File: config.mk
export PLATFORM = sky130hd
export DESIGN_NAME = spi_master_xfer
export DESIGN_NICKNAME = d
export VERILOG_FILES = /design/src/rtl/spi_master_xfer.sv
export SDC_FILE = /design/constraint.sdc
export NUM_CORES = 1
export LEC_CHECK = 0
export CORE_MARGIN = 3
export CORE_UTILIZATION = 55
export DETAILED_ROUTE_END_ITERATION = 7
export PLACE_DENSITY = 0.8
export SLEW_MARGIN = 20
export SYNTH_ARGS = -nofsm -noshare
export SYNTH_HDL_FRONTEND = slang
export SYNTH_SLANG_ARGS = --single-unit
File: constraint.sdc
create_clock -name clock -period 5.19 [get_ports clock]
set_input_delay 1.038 -clock clock [delete_from_list [all_inputs] [get_ports clock]]
set_output_delay 1.038 -clock clock [all_outputs]
set_load 0.005 [all_outputs]
File: src/rtl/spi_master_xfer.sv
// spi_master_xfer: single-clock SPI master (mode 0 style: sck idles low, slave samples mosi on
// sck rise, master samples miso on sck fall).
//
// Ports:
//   clock, resetn          system clock; synchronous active-low reset
//   req_valid/req_ready    request handshake; ready only while idle
//   req_data, req_len      TX word and bit count (0 or >WIDTH means WIDTH)
//   req_lsb_first          1: bit 0 first on the wire; 0: bit len-1 first
//   resp_valid, resp_data  one-cycle completion pulse; RX word held until the next pulse
//   busy                   high whenever not idle
//   sck, ss, mosi, miso    SPI wire signals (ss active low)
//
// All outputs come straight from registers.

module spi_master_xfer #(
  parameter int unsigned WIDTH = 16,
  parameter int unsigned DIV   = 2,
  parameter int unsigned LENW  = 5
) (
  input  logic             clock,
  input  logic             resetn,
  input  logic             req_valid,
  output logic             req_ready,
  input  logic [WIDTH-1:0] req_data,
  input  logic [LENW-1:0]  req_len,
  input  logic             req_lsb_first,
  output logic             resp_valid,
  output logic [WIDTH-1:0] resp_data,
  output logic             busy,
  output logic             sck,
  output logic             ss,
  output logic             mosi,
  input  logic             miso
);

  localparam int unsigned CntW = (DIV > 1) ? $clog2(DIV) : 1;
  localparam logic [CntW-1:0] CntLast = CntW'(DIV - 1);
  localparam logic [LENW-1:0] LenMax = LENW'(WIDTH);

  localparam logic [2:0] StIdle = 3'd0;
  localparam logic [2:0] StLow  = 3'd1;
  localparam logic [2:0] StHigh = 3'd2;
  localparam logic [2:0] StHold = 3'd3;
  localparam logic [2:0] StDone = 3'd4;  // the single resp_valid cycle, ss already high
  localparam logic [2:0] StGap  = 3'd5;

  logic [2:0]       state_q, state_d;
  logic [CntW-1:0]  cnt_q, cnt_d;
  logic [LENW-1:0]  bit_q, bit_d;
  logic [LENW-1:0]  len_q, len_d;
  logic             lsb_q, lsb_d;
  logic [WIDTH-1:0] tx_q, tx_d;
  logic [WIDTH-1:0] rx_q, rx_d;
  logic [WIDTH-1:0] resp_data_q, resp_data_d;
  logic             resp_valid_q, resp_valid_d;
  logic             sck_q, sck_d;
  logic             ss_q, ss_d;
  logic             mosi_q, mosi_d;

  logic [LENW-1:0]  len_eff;
  logic [LENW-1:0]  bit_nxt;

  // Wire position k maps to data bit k (lsb first) or len-1-k (msb first).
  function automatic logic [LENW-1:0] bit_index(input logic            lsb,
                                                input logic [LENW-1:0] len,
                                                input logic [LENW-1:0] k);
    return lsb ? k : (len - LENW'(1) - k);
  endfunction

  function automatic logic tx_bit(input logic [WIDTH-1:0] data, input logic [LENW-1:0] idx);
    logic [WIDTH-1:0] shifted;
    shifted = data >> idx;
    return shifted[0];
  endfunction

  always_comb begin
    len_eff = ((req_len == '0) || (req_len > LenMax)) ? LenMax : req_len;
    bit_nxt = bit_q + LENW'(1);

    state_d      = state_q;
    cnt_d        = cnt_q;
    bit_d        = bit_q;
    len_d        = len_q;
    lsb_d        = lsb_q;
    tx_d         = tx_q;
    rx_d         = rx_q;
    resp_data_d  = resp_data_q;
    resp_valid_d = 1'b0;
    sck_d        = sck_q;
    ss_d         = ss_q;
    mosi_d       = mosi_q;

    case (state_q)
      StIdle: begin
        if (req_valid) begin
          state_d = StLow;
          cnt_d   = '0;
          bit_d   = '0;
          len_d   = len_eff;
          lsb_d   = req_lsb_first;
          tx_d    = req_data;
          rx_d    = '0;
          ss_d    = 1'b0;
          sck_d   = 1'b0;
          mosi_d  = tx_bit(req_data, bit_index(req_lsb_first, len_eff, '0));
        end
      end
      StLow: begin
        if (cnt_q == CntLast) begin
          state_d = StHigh;
          cnt_d   = '0;
          sck_d   = 1'b1;
        end else begin
          cnt_d = cnt_q + CntW'(1);
        end
      end
      StHigh: begin
        if (cnt_q == CntLast) begin
          cnt_d = '0;
          sck_d = 1'b0;
          // rx_q was cleared at accept, so OR-ing in each bit is enough.
          rx_d  = rx_q | (WIDTH'(miso) << bit_index(lsb_q, len_q, bit_q));
          bit_d = bit_nxt;
          if (bit_nxt < len_q) begin
            state_d = StLow;
            mosi_d  = tx_bit(tx_q, bit_index(lsb_q, len_q, bit_nxt));
          end else begin
            state_d = StHold;
          end
        end else begin
          cnt_d = cnt_q + CntW'(1);
        end
      end
      StHold: begin
        if (cnt_q == CntLast) begin
          state_d      = StDone;
          cnt_d        = '0;
          ss_d         = 1'b1;
          mosi_d       = 1'b1;
          resp_valid_d = 1'b1;
          resp_data_d  = rx_q;
        end else begin
          cnt_d = cnt_q + CntW'(1);
        end
      end
      StDone: begin
        state_d = StGap;
        cnt_d   = '0;
      end
      StGap: begin
        if (cnt_q == CntLast) begin
          state_d = StIdle;
          cnt_d   = '0;
        end else begin
          cnt_d = cnt_q + CntW'(1);
        end
      end
      default: begin
        state_d = StIdle;
        cnt_d   = '0;
        ss_d    = 1'b1;
        sck_d   = 1'b0;
        mosi_d  = 1'b1;
      end
    endcase
  end

  always_ff @(posedge clock) begin
    if (!resetn) begin
      state_q      <= StIdle;
      cnt_q        <= '0;
      bit_q        <= '0;
      len_q        <= '0;
      lsb_q        <= 1'b0;
      tx_q         <= '0;
      rx_q         <= '0;
      resp_data_q  <= '0;
      resp_valid_q <= 1'b0;
      sck_q        <= 1'b0;
      ss_q         <= 1'b1;
      mosi_q       <= 1'b1;
    end else begin
      state_q      <= state_d;
      cnt_q        <= cnt_d;
      bit_q        <= bit_d;
      len_q        <= len_d;
      lsb_q        <= lsb_d;
      tx_q         <= tx_d;
      rx_q         <= rx_d;
      resp_data_q  <= resp_data_d;
      resp_valid_q <= resp_valid_d;
      sck_q        <= sck_d;
      ss_q         <= ss_d;
      mosi_q       <= mosi_d;
    end
  end

  assign req_ready  = (state_q == StIdle);
  assign busy       = (state_q != StIdle);
  assign resp_valid = resp_valid_q;
  assign resp_data  = resp_data_q;
  assign sck        = sck_q;
  assign ss         = ss_q;
  assign mosi       = mosi_q;

endmodule

==> results.cfg <==
[synthesis]
synth_top_cell_by_area = dfxtp_1
synth_ff_type = dfxtp_1
synth_edf_count = 0
yosys-top-cells-count = 105 x nand2_1, 67 x dfxtp_1, 47 x a21oi_1
ys_seq_elements = 67
async_flop_share = 0
yosysTopAreaCellShare = 0.379
ys_types = 53
synth.yosys.seq_area_share = 0.379
yosys-top-cells-area = dfxtp_1 38%, nand2_1 11%, a21oi_1 6.7%
synthCells = 441
netlist_area_mm2 = 0.00353
synthesis.nets = 485
synth_warnings = 0
syn_avg_cell_area_um2 = 8.02
synthMostInstantiatedCell = nand2_1

[power]
p_leak_nw = 1.59
ir_worst_vdd_mv = 0.168
total_power_mw = 1.23
p_per_area_mw_per_mm2 = 288

[sta]
setup_ws_ps = 763
fin_crit_ps = 4430
setup_viol = 0
fmax_mhz = 226
finalClockSkew_ps = 9.27
setup_tns_ps = 0
worst_slew_pin_slew_ps = 733
post-route-period-util = 0.853
relSlewSlack = 0.510
hold_slack_ps = 449
grt_setup_unrepaired = false
drv_slew = 0
hold_violations = 0

[placed_design]
dp_hpwl_mm = 5.77
place_area_mm2 = 0.00406
pre_cts_ws_ps = 461
gp_congestion = 0.861
place_inst = 546
io_buffers = 47

[detailed_routing]
wl_mm = 7.75
dr.pass1.iters = 6
routedWlPerCell_um = 13.8
drtIter0Drc = 129
detail-route-antenna-nets = 0
viasPerCell = 5.63
drc = 0
vias = 3163

[setup_path]
crit_type = in -> reg
cp-end-kind = register
cp_max_fo = 9
worstPathArrival_ps = 4650
startpoint_type = primary input
required_ps = 5420

[hold_path]
hp-class = reg -> reg

[clock_tree]
postCtsSetupBuffers = 0
cts-buffers-inserted = 9
clk_latency_ps = 340
h-tree-depth = 3
clk_pin_slew_ps = 60
cts-root-buf = clkbuf_8
clock-sinks = 67
cts_tree = yes
cts_resized = 0
clk_path_buf_depth = 2
hold_buffers = 0

[layout]
nNetsFinal = 526
final_area_mm2 = 0.00426
drive_gt1_frac = 0.0637
final_util = 0.703
finalNonFillerCells = 562
diodes = 0
syn_to_final_growth_pct = 20.5

[flow_run]
maxCapViolCount = 0

[floorplanning]
die_w_um = 86.2
start_util = 0.583
dieArea_mm2 = 0.00742
die_h_um = 86.2
core-area_mm2 = 0.00606
row_count = 28
ios = 48

[grt]
grt_pass1_vias = 2922
grt_max_degree = 50
overflow = 0
grt_usage = 0.222
grt_antenna_before_repair = 0
grt_pass1_wl_mm = 13.1

[run_status]
status = finished clean
-- cells by family after synthesis --
kind of cell / share of synthesized area
simple gates: 0.221
fa+ha+maj: 0.0680
compound gates: 0.180
buf+inv: 0.0499
xor+xnor: 0.0294
flops: 0.379
mux: 0.0726
-- metal layers --
metal,vias to the layer above,part of all wire,track usage
met3,17,0.046,0.0355
li1,1605,-,-
met4,0,0.025,0.114
met5,-,0,0
met2,80,0.47,0.370
met1,1461,0.46,0.275
-- sequential cells by signal, summed over array words and instances (netlist names) --
name,flops
ss,1
len_q,5
mosi,1
rx_q,16
sck,1
resp_valid,1
bit_q,5
tx_q,16
resp_data,16
cnt_q,1
state_q,3
lsb_q,1
-- cell usage in the layout, fill, tap and decap left out, drive strengths merged, types with 6 or more instances in the layout --
cell type and count:
nor3 8, o31ai 6, clkdlybuf4s50 47, nor2 16
dfxtp 67, clkbuf 12, a21oi 47, xor2 6
ha 16, inv 25, nand3 7, o21ai 26
nor2b 7, mux2i 12, nand2 105
-- where the power goes --
group / leakage, nW / switching [mW] / internal, mW
clock: 0.106 / 0.195 / 0.247
combinational: 0.940 / 0.128 / 0.109
sequential: 0.544 / 0.0170 / 0.532
-- area by class of cell --
type,count,area [um2]
clock inverters,4,48.8
inverters,25,93.8
well taps,75,93.8
flip-flops and latches,67,1340
fillers,510,1800
repair buffers,51,500
multi-input cells,328,2030
clock buffers,12,155
-- final timing paths --
check                                 from      end  slack, ps  cells after the start
worst min-delay path               rx_q[0]  rx_q[0]        450                      2
worst max-delay path            req_len[0]     mosi        760                     13
worst max register to register    bit_q[0]     mosi       2060                     10
worst min register to register     rx_q[0]  rx_q[0]        450                      2
-- critical path: stages --
cell	delay, ps
clkdlybuf4s50_1	460
nor4_1	480
inv_1	90
ha_1	380
nor2b_1	400
inv_1	120
ha_1	420
or3b_1	430
o22ai_1	200
o211ai_1	120
o221ai_1	200
a2bb2oi_1	100
a32o_1	200
(Power assumes the default switching activity.)
